===== src/rtl/bullet_slot_arbiter.sv =====
// rtl/bullet_slot_arbiter.sv - round-robin bullet slot allocator with occupancy tracking
module bullet_slot_arbiter #(
    parameter int NUM_REQ  = 4,
    parameter int NUM_SLOT = 16,
    parameter int SLOT_W   = 4
) (
    input  logic                clk,
    input  logic                hard_reset,
    input  logic                game_en,
    input  logic                game_reset,
    input  logic [NUM_REQ-1:0]  req,
    input  logic                release_valid,
    input  logic [SLOT_W-1:0]   release_slot,
    output logic [NUM_REQ-1:0]  grant,
    output logic                grant_valid,
    output logic [SLOT_W-1:0]   grant_slot,
    output logic [NUM_SLOT-1:0] slot_busy,
    output logic [SLOT_W:0]     free_count,
    output logic                pool_empty,
    output logic                err_release
);

    localparam int RR_W = (NUM_REQ > 1) ? $clog2(NUM_REQ) : 1;

    typedef enum logic [1:0] {
        ST_IDLE  = 2'd0,
        ST_RUN   = 2'd1,
        ST_FLUSH = 2'd2
    } state_t;

    state_t                state_q, state_d;
    logic [NUM_REQ-1:0]    grant_q, grant_d;
    logic                  grant_valid_q, grant_valid_d;
    logic [SLOT_W-1:0]     grant_slot_q, grant_slot_d;
    logic [NUM_SLOT-1:0]   slot_busy_q, slot_busy_d;
    logic [SLOT_W:0]       free_count_q, free_count_d;
    logic                  pool_empty_q, pool_empty_d;
    logic                  err_q, err_d;
    logic [RR_W-1:0]       rr_ptr_q, rr_ptr_d;

    logic [2*NUM_REQ-1:0]  req_dbl;
    logic [NUM_REQ-1:0]    rot_req;
    logic [RR_W-1:0]       win_off;
    logic [RR_W:0]         win_sum;
    logic [RR_W-1:0]       winner;
    logic [SLOT_W-1:0]     free_idx;
    logic                  any_free;
    logic                  arb_en;
    logic                  do_grant;
    logic                  rel_hit;
    logic                  rel_miss;
    logic [NUM_SLOT-1:0]   rel_mask;
    logic [NUM_SLOT-1:0]   gnt_mask;

    // Rotate requests so the search always starts at bit 0, then pick the first set bit.
    always_comb begin
        req_dbl = {req, req} >> rr_ptr_q;
        rot_req = req_dbl[NUM_REQ-1:0];
        win_off = '0;
        for (int i = NUM_REQ - 1; i >= 0; i--) begin
            if (rot_req[i]) begin
                win_off = RR_W'(i);
            end
        end
        win_sum = {1'b0, rr_ptr_q} + {1'b0, win_off};
        if (win_sum >= (RR_W+1)'(NUM_REQ)) begin
            win_sum = win_sum - (RR_W+1)'(NUM_REQ);
        end
        winner = win_sum[RR_W-1:0];
    end

    // Lowest-index free slot, taken from the registered map so a slot released
    // this cycle cannot be handed out until the next one.
    always_comb begin
        free_idx = '0;
        for (int i = NUM_SLOT - 1; i >= 0; i--) begin
            if (!slot_busy_q[i]) begin
                free_idx = SLOT_W'(i);
            end
        end
        any_free = ~&slot_busy_q;
    end

    // Qualify grant and release events; game_reset overrides everything.
    always_comb begin
        arb_en   = (state_q == ST_RUN) && game_en && !game_reset;
        do_grant = arb_en && (|req) && any_free;
        rel_hit  = !game_reset && release_valid && slot_busy_q[release_slot];
        rel_miss = !game_reset && release_valid && !slot_busy_q[release_slot];
        rel_mask = rel_hit  ? (NUM_SLOT'(1) << release_slot) : '0;
        gnt_mask = do_grant ? (NUM_SLOT'(1) << free_idx)     : '0;
    end

    // Next-state logic for the control FSM and all registered outputs.
    always_comb begin
        state_d       = state_q;
        grant_d       = '0;
        grant_valid_d = 1'b0;
        grant_slot_d  = '0;
        slot_busy_d   = slot_busy_q;
        free_count_d  = free_count_q;
        err_d         = err_q;
        rr_ptr_d      = rr_ptr_q;

        if (game_reset) begin
            state_d      = ST_FLUSH;
            slot_busy_d  = '0;
            free_count_d = (SLOT_W+1)'(NUM_SLOT);
            err_d        = 1'b0;
            rr_ptr_d     = '0;
        end else begin
            case (state_q)
                ST_IDLE:  state_d = game_en ? ST_RUN : ST_IDLE;
                ST_RUN:   state_d = game_en ? ST_RUN : ST_IDLE;
                ST_FLUSH: state_d = game_en ? ST_RUN : ST_IDLE;
                default:  state_d = ST_IDLE;
            endcase

            if (do_grant) begin
                grant_d        = NUM_REQ'(1) << winner;
                grant_valid_d  = 1'b1;
                grant_slot_d   = free_idx;
                rr_ptr_d       = (winner == RR_W'(NUM_REQ - 1)) ? '0 : winner + 1'b1;
            end

            slot_busy_d  = (slot_busy_q | gnt_mask) & ~rel_mask;
            free_count_d = free_count_q + {{SLOT_W{1'b0}}, rel_hit}
                                        - {{SLOT_W{1'b0}}, do_grant};
            if (rel_miss) begin
                err_d = 1'b1;
            end
        end

        pool_empty_d = (free_count_d == '0);
    end

    // State and output registers with synchronous hard reset.
    always_ff @(posedge clk) begin
        if (hard_reset) begin
            state_q       <= ST_IDLE;
            grant_q       <= '0;
            grant_valid_q <= 1'b0;
            grant_slot_q  <= '0;
            slot_busy_q   <= '0;
            free_count_q  <= (SLOT_W+1)'(NUM_SLOT);
            pool_empty_q  <= 1'b0;
            err_q         <= 1'b0;
            rr_ptr_q      <= '0;
        end else begin
            state_q       <= state_d;
            grant_q       <= grant_d;
            grant_valid_q <= grant_valid_d;
            grant_slot_q  <= grant_slot_d;
            slot_busy_q   <= slot_busy_d;
            free_count_q  <= free_count_d;
            pool_empty_q  <= pool_empty_d;
            err_q         <= err_d;
            rr_ptr_q      <= rr_ptr_d;
        end
    end

    assign grant       = grant_q;
    assign grant_valid = grant_valid_q;
    assign grant_slot  = grant_slot_q;
    assign slot_busy   = slot_busy_q;
    assign free_count  = free_count_q;
    assign pool_empty  = pool_empty_q;
    assign err_release = err_q;

endmodule


===== config.mk =====
export PLATFORM = sky130hd
export DESIGN_NAME = bullet_slot_arbiter
export DESIGN_NICKNAME = d
export VERILOG_FILES = /design/src/rtl/bullet_slot_arbiter.sv
export SDC_FILE = /design/constraint.sdc
export NUM_CORES = 1
export LEC_CHECK = 0
export ABC_AREA = 1
export BUFFER_PORTS_ARGS = -buffer_cell sky130_fd_sc_hd__buf_2
export CAP_MARGIN = 10
export CORE_MARGIN = 4
export CORE_UTILIZATION = 58
export CTS_CLUSTER_SIZE = 8
export DETAILED_ROUTE_END_ITERATION = 7
export PLACE_DENSITY = 0.93
export SETUP_SLACK_MARGIN = 0.15
export SLEW_MARGIN = 20
export SYNTH_ARGS = -nofsm -noshare
export SYNTH_HDL_FRONTEND = slang
export SYNTH_SLANG_ARGS = --single-unit

===== constraint.sdc =====
create_clock -name clk -period 7.2 [get_ports clk]
set_input_delay 1.44 -clock clk [delete_from_list [all_inputs] [get_ports clk]]
set_output_delay 1.44 -clock clk [all_outputs]
set_load 0.02 [all_outputs]

==> results of run 1 <==
worst reg2reg max path, cell delays in order (launching register included):
cell and delay, ns:
dfxtp_1 0.43, inv_1 0.11, o22ai_1 0.18, nor2_1 0.06
a21oi_1 0.11, o31ai_1 0.08, nand2_1 0.09, inv_1 0.07
nor3_4 0.35, inv_1 0.17, ha_1 0.30, inv_1 0.03
ha_1 0.19, fa_1 0.38, nand2_1 0.07, inv_1 0.05
nor2_1 0.10, nor2_1 0.06, o21ai_0 0.15, nand3b_1 0.12
nor2_1 0.13
power by group through the flow:
stage	Clock, mW	Combinational, mW	Sequential [mW]
after floorplan	0	0.0261	0.209
after global placement	0	0.0392	0.207
after detailed placement	0	0.0404	0.207
after CTS	0.142	0.0405	0.203
after global routing	0.150	0.0467	0.203
final	0.140	0.0409	0.203
metrics by stage:
step           area (um2)  setup slack [ns]
6_report             2346             3.034
5_1_grt              2346             2.651
4_1_cts              2346             3.064
3_5_place_dp         2270             2.715
3_3_place_gp         2270             2.846
2_1_floorplan        2024             3.313
state kept, by name, indices dropped and copies added, names as in the netlist:
name and cells:
err_release 1, free_count 5, grant 4, grant_slot 4, grant_valid 1, pool_empty 1
rr_ptr_q 2, slot_busy 16, state_q 2
layout make-up:
cell class / instances / area, um2 / area share [%]
clock buffers: 6 / 41.29 / 1.760
clock inverters: 2 / 35.03 / 1.493
inverters: 51 / 191.4 / 8.160
multi-input cells: 210 / 1080 / 46.03
flip-flops and latches: 36 / 720.7 / 30.72
well taps: 46 / 57.56 / 2.453
repair buffers: 44 / 220.2 / 9.387
cell usage in the layout (no fill, tap or decap), types with 7 or more instances in the layout:
| cell | synthesis | final |
|---|---|---|
| dfxtp_1 | 36 | 36 |
| a21oi_1 | 13 | 13 |
| inv_1 | 47 | 47 |
| o21ai_0 | 12 | 12 |
| nand3_1 | 25 | 25 |
| nand4_1 | 15 | 15 |
| buf_2 | 2 | 44 |
| nor3_1 | 7 | 7 |
| nor2_1 | 46 | 46 |
| nand2_1 | 56 | 56 |
metal layers:
metal  part of all wire, %  vias to the layer above  track usage, %
li1                      -                     1083               -
met1                    44                      943           34.47
met2                    44                       90           37.42
met3                    10                        9           6.239
met4                   1.7                        0           9.114
met5                     0                        -               0
synthesized netlist by cell type, drive strengths merged, types with 3 or more instances:
cell type,instances
buf,4
nand4,15
nor3,8
nand3,27
xor2,3
o22ai,5
a21oi,13
dfxtp,36
inv,49
o21ai,17
nor2,46
ha,6
nand2,57
worst min path at each step:
stage,from,to,slack (ns),depth (start not counted)
floorplan,state_q[0],state_q[0],0.40,1
global placement,state_q[0],state_q[0],0.41,1
detailed placement,state_q[0],state_q[0],0.42,1
CTS,state_q[0],state_q[0],0.44,1
global route,state_q[0],state_q[0],0.45,1
finish,state_q[0],state_q[0],0.44,1
cells by family after synthesis:
family                   after synthesis
AO/OA/AOI/OAI                         44
XOR/XNOR                               3
adder cells (fa/ha/maj)                7
buffers and inverters                 55
flip-flops                            36
AND/OR/NAND/NOR                      156
==> metrics.md, run 1 <==
| Metric | Value |
|---|---|
| Clock Power Share | `36.5%` |
| Number of post-CTS setup repair buffers | `0` |
| Critical Path Sink Type | `flip-flop` |
| Cell family contributing the most delay on the critical path | `simple AND/OR/NAND/NOR gates` |
| Highest clock rate | `240.1 MHz` |
| Port buffer count | `44` |
| Initial Util | `60.19%` |
| First-pass GRT wire length | `8.300 mm` |
| Pre-antenna DRT Iters | `4` |
| Setup Crit Path Kind | `in -> reg` |
| GRT Total Usage | `approximately 25%` |
| Antenna violations before repair | `0` |
| Clock Path Buffers | `2` |
| FF-to-FF End | `pool_empty` |
| Final setup fails | `0` |
| Dominant synthesized flop cell | `dfxtp_1` |
| Clk root buf | `clkbuf_4` |
| WP data arrival | `4.46 ns` |
| Min Tclk post-route | `4.166 ns` |
| Die area | `about 4500 um2` |
| Sw frac | `25.20%` |
| Largest family of logic cells by synthesized area | `simple AND/OR/NAND/NOR gates` |
| Synth top area share | `35.60%` |
| # rows | `21` |
| FF+latch count, synth | `36` |
| Pleak | `just over 1 nW` |
| Critical path depth | `22` |
| Tightest Pin Transition | `0.9477 ns` |
| Routed via count | `2125` |
| Xor/xnor share of the synthesized area | `1.298%` |
| Nets | `368` |
| Outcome | `finished, final reports clean` |
| Final Util | `a little over two thirds` |
| DRT antenna net count | `0` |
| Max incr delay on CP | `0.38 ns` |
| Grt total ovfl | `0` |
| CTS Hold Bufs | `0` |
| Worst path bufs/invs | `6` |
| Power Density | `163.6 nW/um2` |
| Post-detail-place hpwl | `4.126 mm` |
| Clock slew at reported path FFs | `between 0.1 and 0.15 ns` |
| Number of diodes | `0` |
| Filler cells | `~310` |
| Global placement routability congestion | `0.9978` |
| Worst skew pair latency | `0.35 ns` |
| Synth Cell Area | `2024 um2` |
| RSZ-0062 raised after global routing | `false` |
| Die width | `67.08 um` |
| Crit share post-route | `57.86%` |
| Post-cts repair resize count | `0` |
| Critical Path Sink | `pool_empty` |
| Comb power frac | `10.6%` |
| RR Startpoint | `slot_busy[13]` |
| EDFF count, synth | `0` |
| Sequential area share after synthesis | `35.60%` |
| Routed WL per cell | `13.12 um` |
| Boundary Pins | `between 40 and 50` |
| Clock sinks | `36` |
| Total Power | `0.3838 mW` |
| H-tree depth | `2` |
| Post-Layout Cell Count | `395` |
| DR iter-0 viols | `127` |
| Synth Area in Compound Gates | `12.48%` |
| Unique cell type count in the Yosys netlist | `33` |
| Worst Hold Class | `reg -> reg` |
| Synthesized net count | `around 320` |
| Via/cell ratio | `5.380` |
| FF-to-FF setup slack | `3.93 ns` |
| Synth Area in Adders | `4.697%` |
| Avg Inst Size Synth | `6.726 um2` |
| Asr flop ratio synth | `0%` |
| Simple-gate area share of the yosys netlist | `34.86%` |
| Fin Clk Skew | `0.01417 ns` |
| Cells after DPL | `387` |
| Cells after Synth | `301` |
| Post-synthesis mux area share | `0%` |
| Sequential Power Share | `52.8%` |
| CP max-delay cell | `fa_1` |
| Max Cap Violations | `0` |
| Critical path startpoint category | `input pin` |
| Syn-to-layout area delta | `15.88%` |
| CTS Buf Count | `5` |
| Peak VDD IR | `about 0.11 mV` |
| Die H | `between 60 and 70 um` |
| Switching power | `0.09673 mW` |
| R2R depth | `20` |
| Worst EP required | `7.50 ns` |
| Number of remaining DRC errors | `0` |
| CP startpoint | `release_slot[0]` |
| Pin count of the biggest net entering global routing | `18` |
| CTS tree | `built` |
| Cell taking the most area after synthesis | `dfxtp_1` |
| Final hold slack | `0.4409 ns` |
| Rel. slew slack | `~37%` |
| Pint | `0.2871 mW` |
| Setup_tns | `0 ns` |
| Vias in the first global route | `1817` |
| Cell Chain, Critical Path | `buf_2 > nor2_1 > inv_1 > o22ai_1 > nor2_1 > a21oi_1 > o31ai_1 > nand2_1 > inv_1 > nor3_4 > inv_1 > ha_1 > inv_1 > ha_1 > fa_1 > nand2_1 > inv_1 > nor2_1 > nor2_1 > o21ai_0 > nand3b_1 > nor2_1` |
| Core area | `3363 um2` |
| WL final | `5.181 mm` |
| Slew Limit Fails | `0` |
| Share of layout cells above drive strength 1 | `16.91%` |
| Top cells by area, synth | `dfxtp_1 (36%), nand2_1 (10%), inv_1 (8.7%), nor2_1 (8.5%), nand3_1 (6.2%)` |
| Syn. warnings | `0` |
| Final hold vios | `0` |
| Critical Path Fanout Max | `13` |
Power figures use the tool's default switching activity.
==> run 2, diff against run 1 <==
- CORE_UTILIZATION: 58 -> 49
- PLACE_DENSITY: 0.93 -> 0.84
- clock period: 7.2 -> 3.8 ns (I/O delays scaled with it)
==> run 2 against run 1 <==
Effect of this change:
- critical path depth is the same
- combinational power rose by 92%
- utilization down 9.4 points
- sequential power increased by 89%
- total power increased by 110%
- register-to-register slack lost 3.2 ns
- first-iteration DRC count grew 83%
- non-clock buffer count increased by 4
- sequential share of layout area down 0.84 points
- clock power grew 140%
- critical path type unchanged
==> metrics.md, run 2 (synthesis gave the netlist of run 1 again) <==
| Metric | Value |
|---|---|
| Outcome | `finished, final reports clean` |
| Tightest Pin Transition | `0.5770 ns` |
| H-tree depth | `2` |
| Core area | `4000 um2` |
| Critical Path Sink Type | `flip-flop` |
| Pre-antenna DRT Iters | `5` |
| WL final | `approximately 5.3 mm` |
| Final hold vios | `0` |
| CP max-delay cell | `fa_1` |
| Number of diodes | `0` |
| Critical path startpoint category | `input pin` |
| Crit share post-route | `84.33%` |
| Routed WL per cell | `13.16 um` |
| Die area | `5224 um2` |
| DR iter-0 viols | `around 230` |
| Most common cell after layout, fill and taps aside | `nand2_1` |
| DRT antenna net count | `0` |
| Cell Chain, Critical Path | `buf_2 > nor2_1 > inv_1 > o22ai_1 > nor2_1 > a21oi_1 > o31ai_1 > nand2_1 > inv_1 > nor3_4 > inv_1 > ha_1 > inv_1 > ha_1 > fa_1 > nand2_1 > inv_1 > nor2_1 > nor2_1 > o21ai_0 > nand3b_1 > nor2_1` |
| Critical Path Fanout Max | `6` |
| Number of post-CTS setup repair buffers | `0` |
| Boundary Pins | `45` |
| Most frequent cells in the layout | `nand2_1 (56), inv_1 (47), nor2_1 (46)` |
| Slew Limit Fails | `0` |
| Initial Util | `50.61%` |
| Power Density | `329.2 nW/um2` |
| Setup_tns | `0 ns` |
| Clock Path Buffers | `2` |
| Final setup fails | `0` |
| Global placement routability congestion | `just under 1` |
| Antenna violations before repair | `0` |
| HP Start | `state_q[0]` |
| Grt total ovfl | `0` |
| Cell family contributing the most delay on the critical path | `adder cells` |
| R2R depth | `16` |
| RR Startpoint | `slot_busy[9]` |
| Routed via count | `2169` |
| Clock slew at reported path FFs | `0.07 ns` |
| Via/cell ratio | `5.382` |
| Share of layout cells above drive strength 1 | `17.85%` |
| Filler cells | `between 300 and 400` |
| Nets | `372` |
| Post-detail-place hpwl | `4.120 mm` |
| Worst skew pair latency | `0.30 ns` |
| Worst Hold Class | `reg -> reg` |
| Highest clock rate | `312.1 MHz` |
| Clk root buf | `clkbuf_8` |
| # rows | `23` |
| Pleak | `1.061 nW` |
| Rel. slew slack | `61.36%` |
| Worst path bufs/invs | `6` |
| CTS Buf Count | `5` |
| Post-cts repair resize count | `0` |
| GRT Total Usage | `between 20% and 30%` |
| Clock sinks | `36` |
| Setup Crit Path Kind | `in -> reg` |
| Port buffer count | `44` |
| WHS Path Cells | `1` |
| Fin Clk Skew | `0.008238 ns` |
| FF-to-FF setup slack | `0.75 ns` |
| Multi-input logic area | `1080 um2` |
| Syn-to-layout area delta | `19.16%` |
| Max reg flops | `16` |
| FF-to-FF End | `pool_empty` |
| Max Cap Violations | `0` |
| Total Power | `0.7941 mW` |
| Pin count of the biggest net entering global routing | `18` |
| Reg area | `720.7 um2` |
| Max incr delay on CP | `0.38 ns` |
| Die H | `around 72 um` |
| First-pass GRT wire length | `8.666 mm` |
| Number of remaining DRC errors | `0` |
| CTS tree | `built` |
| WHS Endpoint | `state_q[0]` |
| RSZ-0062 raised after global routing | `false` |
| Die width | `~72 um` |
| Worst EP required | `4.04 ns` |
| WP data arrival | `roughly 3.4 ns` |
| Peak VDD IR | `around 0.14 mV` |
| Vias in the first global route | `~1900` |
| CTS Hold Bufs | `0` |
| Min Tclk post-route | `3.205 ns` |
==> run 2: changes by cell type in the layout (fill, tap and decap cells not counted) <==
cell      delta
clkbuf_8     +5
clkbuf_4     -5
buf_4        +4
==> run 2: cell type report <==
cell class | count | area share [%]
multi-input cells | 210 | 44.76
flip-flops and latches | 36 | 29.88
repair buffers | 48 | 10.37
inverters | 51 | 7.936
clock buffers | 6 | 3.008
well taps | 50 | 2.593
clock inverters | 2 | 1.452
==> run 2: how the worst max path moves through the flow <==
stage	start	to	cells after the start
after floorplan	release_slot[3]	pool_empty	19
after global placement	release_slot[3]	pool_empty	19
after detailed placement	release_slot[0]	pool_empty	22
after CTS	release_slot[0]	pool_empty	22
after global routing	release_slot[0]	pool_empty	22
final	release_slot[0]	pool_empty	22
==> run 2: worst register-to-register path, cell delays in order, from the launching register on <==
cell and delay (ns):
dfxtp_1 0.44, inv_1 0.12, nor4_2 0.37, a21oi_1 0.15, nor2_1 0.27, inv_1 0.13
ha_1 0.29, inv_1 0.04, ha_1 0.20, fa_1 0.39, nand2_1 0.07, inv_1 0.05
nor2_1 0.08, nor2_1 0.05, o21ai_0 0.14, nand3b_1 0.12, nor2_1 0.11
==> run 2: power by group <==
part | total (mW) | switching (mW) | internal, mW
clock network | 0.331 | 0.137 | 0.195
registers | 0.384 | 0.00252 | 0.382
logic | 0.0786 | 0.0530 | 0.0256
total | 0.794 | 0.192 | 0.602
==> run 2: stage by stage <==
step	setup WS (ns)	std cells	utilization, %	cell area (um2)	hold slack (ns)
after floorplan	0.5928	301	-	2024	0.4032
after global placement	0.3954	395	57.62	2305	0.4117
after detailed placement	0.2916	395	57.62	2305	0.4182
after CTS	0.6036	403	60.31	2412	0.4303
after global routing	0.2295	403	60.31	2412	0.4628
final	0.5954	403	60.31	2412	0.4282
==> run 2: layer usage <==
layer	vias to the layer above	global-route usage [%]	part of all wire, %
li1	1099	-	-
met1	954	29.63	45
met2	103	30.84	44
met3	13	4.155	9.2
met4	0	9.603	2.4
met5	-	0	0
==> run 3, diff against run 2 <==
- clock period: 3.8 -> 2.8 ns (I/O delays scaled with it)
==> run 3 against run 2 <==
Effect of this change:
- cell count rose by 9.7%
- clock power rose by 36%
- sequential share of layout area fell by 4.2 points
- routed wire length rose by 19%
- non-clock buffer count rose by 39
- die area did not move
- first-iteration DRC count rose by 6.5%
- clock skew fell by 0.00062 ns
- largest power group unchanged
==> metrics.md, run 3 (synthesis gave the netlist of run 1 again) <==
| Metric | Value |
|---|---|
| # rows | `23` |
| Antenna violations before repair | `0` |
| Pin count of the biggest net entering global routing | `17` |
| Grt total ovfl | `0` |
| Max reg flops | `16` |
| Max Cap Violations | `0` |
| Reg area | `724.4 um2` |
| Most frequent cells in the layout | `nand2_1 (52), nor2_1 (45), buf_4 (43)` |
| Via/cell ratio | `5.353` |
| Worst Hold Class | `reg -> reg` |
| Pint | `about 0.85 mW` |
| WP data arrival | `2.94 ns` |
| Post-Layout Cell Count | `between 400 and 500` |
| Filler cells | `around 340` |
| Critical Path Fanout Max | `5` |
| Initial Util | `50.61%` |
| Core area | `about 4000 um2` |
| H-tree depth | `2` |
| Pre-antenna DRT Iters | `5` |
| Final hold slack | `~0.43 ns` |
| Min Tclk post-route | `2.760 ns` |
| Cells after DPL | `417` |
| Total Power | `1.134 mW` |
| Final setup fails | `0` |
| Slew Limit Fails | `0` |
| Multi-input logic area | `1169 um2` |
| Clock Path Buffers | `2` |
| Design area | `~2800 um2` |
| DR iter-0 viols | `247` |
| Clock slew at reported path FFs | `0.07 ns` |
| DRT antenna net count | `0` |
| Highest clock rate | `about 360 MHz` |
| Most common cell after layout, fill and taps aside | `nand2_1` |
| Vias in the first global route | `2109` |
| Setup Crit Path Kind | `in -> reg` |
| Routed via count | `2366` |
| Outcome | `finished, final reports clean` |
| Post-detail-place hpwl | `4.603 mm` |
| Pleak | `approximately 1.3 nW` |
| Syn-to-layout area delta | `39.62%` |
| WL final | `6.290 mm` |
| Clock sinks | `36` |
| Crit share post-route | `98.58%` |
| Number of diodes | `0` |
| Critical Path Sink Type | `flip-flop` |
| Placed Area | `around 2500 um2` |
| Nets | `approximately 410` |
| Worst EP required | `2.98 ns` |
| Routed WL per cell | `around 14 um` |
| RSZ-0062 raised after global routing | `true` |
| Rel. slew slack | `between 60% and 70%` |
| CTS tree | `built` |
| Share of layout cells above drive strength 1 | `between 30 and 40%` |
| Die width | `72.28 um` |
| Boundary Pins | `45` |
| Clock Power Share | `39.7%` |
| First-pass GRT wire length | `9.577 mm` |
| Peak VDD IR | `between 0.15 and 0.2 mV` |
| Die area | `5224 um2` |
| Clk root buf | `clkbuf_8` |
| Switching power | `0.2793 mW` |
| Fin Clk Skew | `0.007622 ns` |
| Die H | `72.28 um` |
| Critical path startpoint category | `input pin` |
| Tightest Pin Transition | `0.5345 ns` |
| Sw frac | `roughly 25%` |
| Global placement routability congestion | `~0.95` |
| Sequential Power Share | `between 40 and 50%` |
| GRT Total Usage | `23.30%` |
| Port buffer count | `44` |
| Power Density | `401.1 nW/um2` |
| Number of remaining DRC errors | `0` |
| Final hold vios | `0` |
| CTS Buf Count | `5` |
| Comb power frac | `14.3%` |
| Worst skew pair latency | `approximately 0.29 ns` |
-- run 3: cell types whose count changed in the layout (fill, tap and decap cells not counted), moves of 4 or more --
cell	delta
inv_2	+6
nand2_1	-4
inv_1	-7
buf_4	+39
-- run 3: area by class of cell --
cell class,instances,share of cell area [%]
clock buffer,6,2.568
clock inverter,2,1.239
inverter,51,7.039
multi-input combinational,210,41.35
sequential,36,25.63
tap,50,2.213
timing repair buffer,87,19.96
-- run 3: worst paths after layout --
kind,start,to,slack [ns],depth (start not counted)
setup / recovery,release_slot[1],pool_empty,0.04,22
hold / removal,state_q[1],state_q[0],0.43,1
setup reg to reg,slot_busy[12],pool_empty,0.09,20
hold reg to reg,state_q[1],state_q[0],0.43,1
-- run 3: routing by layer --
metal	up-vias	share of wire (%)	routed length, um	track usage (%)
li1	1167	-	-	-
met1	1059	42	2626	32.01
met2	128	48	2989	37.92
met3	12	9.3	587	3.601
met5	-	0	0	0
met4	0	1.4	86	6.472
-- run 3: worst max-delay path, stage by stage --
cell,delay [ns]
buf_12,0.12
inv_4,0.04
nand2_2,0.06
o22ai_2,0.16
nor2_1,0.06
a21oi_1,0.12
o31ai_1,0.09
nand2_1,0.10
inv_2,0.06
nor3_4,0.13
inv_2,0.08
ha_4,0.27
inv_2,0.04
ha_4,0.15
fa_2,0.35
nand2_2,0.08
inv_2,0.04
nor2_1,0.07
nor2_1,0.05
nor3_1,0.11
nand3b_1,0.14
nor2_1,0.05
-- run 3: what timing repair did --
item	CTS	global route
endpoints found under the setup margin	2	6
endpoints found under the hold margin	0	0
hold buffers	0	0
setup buffers	14	3
gates resized for setup	7	16
pin swaps	5	2
-- run 3: power groups by stage --
| stage | Sequential, mW | Clock, mW | Combinational (mW) |
|---|---|---|---|
| 2_1_floorplan | 0.539 | 0 | 0.0715 |
| 3_3_place_gp | 0.533 | 0 | 0.125 |
| 3_5_place_dp | 0.533 | 0 | 0.129 |
| 4_1_cts | 0.522 | 0.451 | 0.148 |
| 5_1_grt | 0.522 | 0.476 | 0.176 |
| 6_report | 0.522 | 0.450 | 0.162 |
-- run 3: metrics by stage --
stage | TNS [ns] | util (%) | setup slack, ns
2_1_floorplan | -0.05436 | - | -0.04446
3_3_place_gp | -0.3834 | 62.81 | -0.2019
3_5_place_dp | -0.6998 | 62.81 | -0.2949
4_1_cts | 0 | 68.47 | 0.09457
5_1_grt | -0.1339 | 70.66 | -0.1064
6_report | 0 | 70.66 | 0.03972
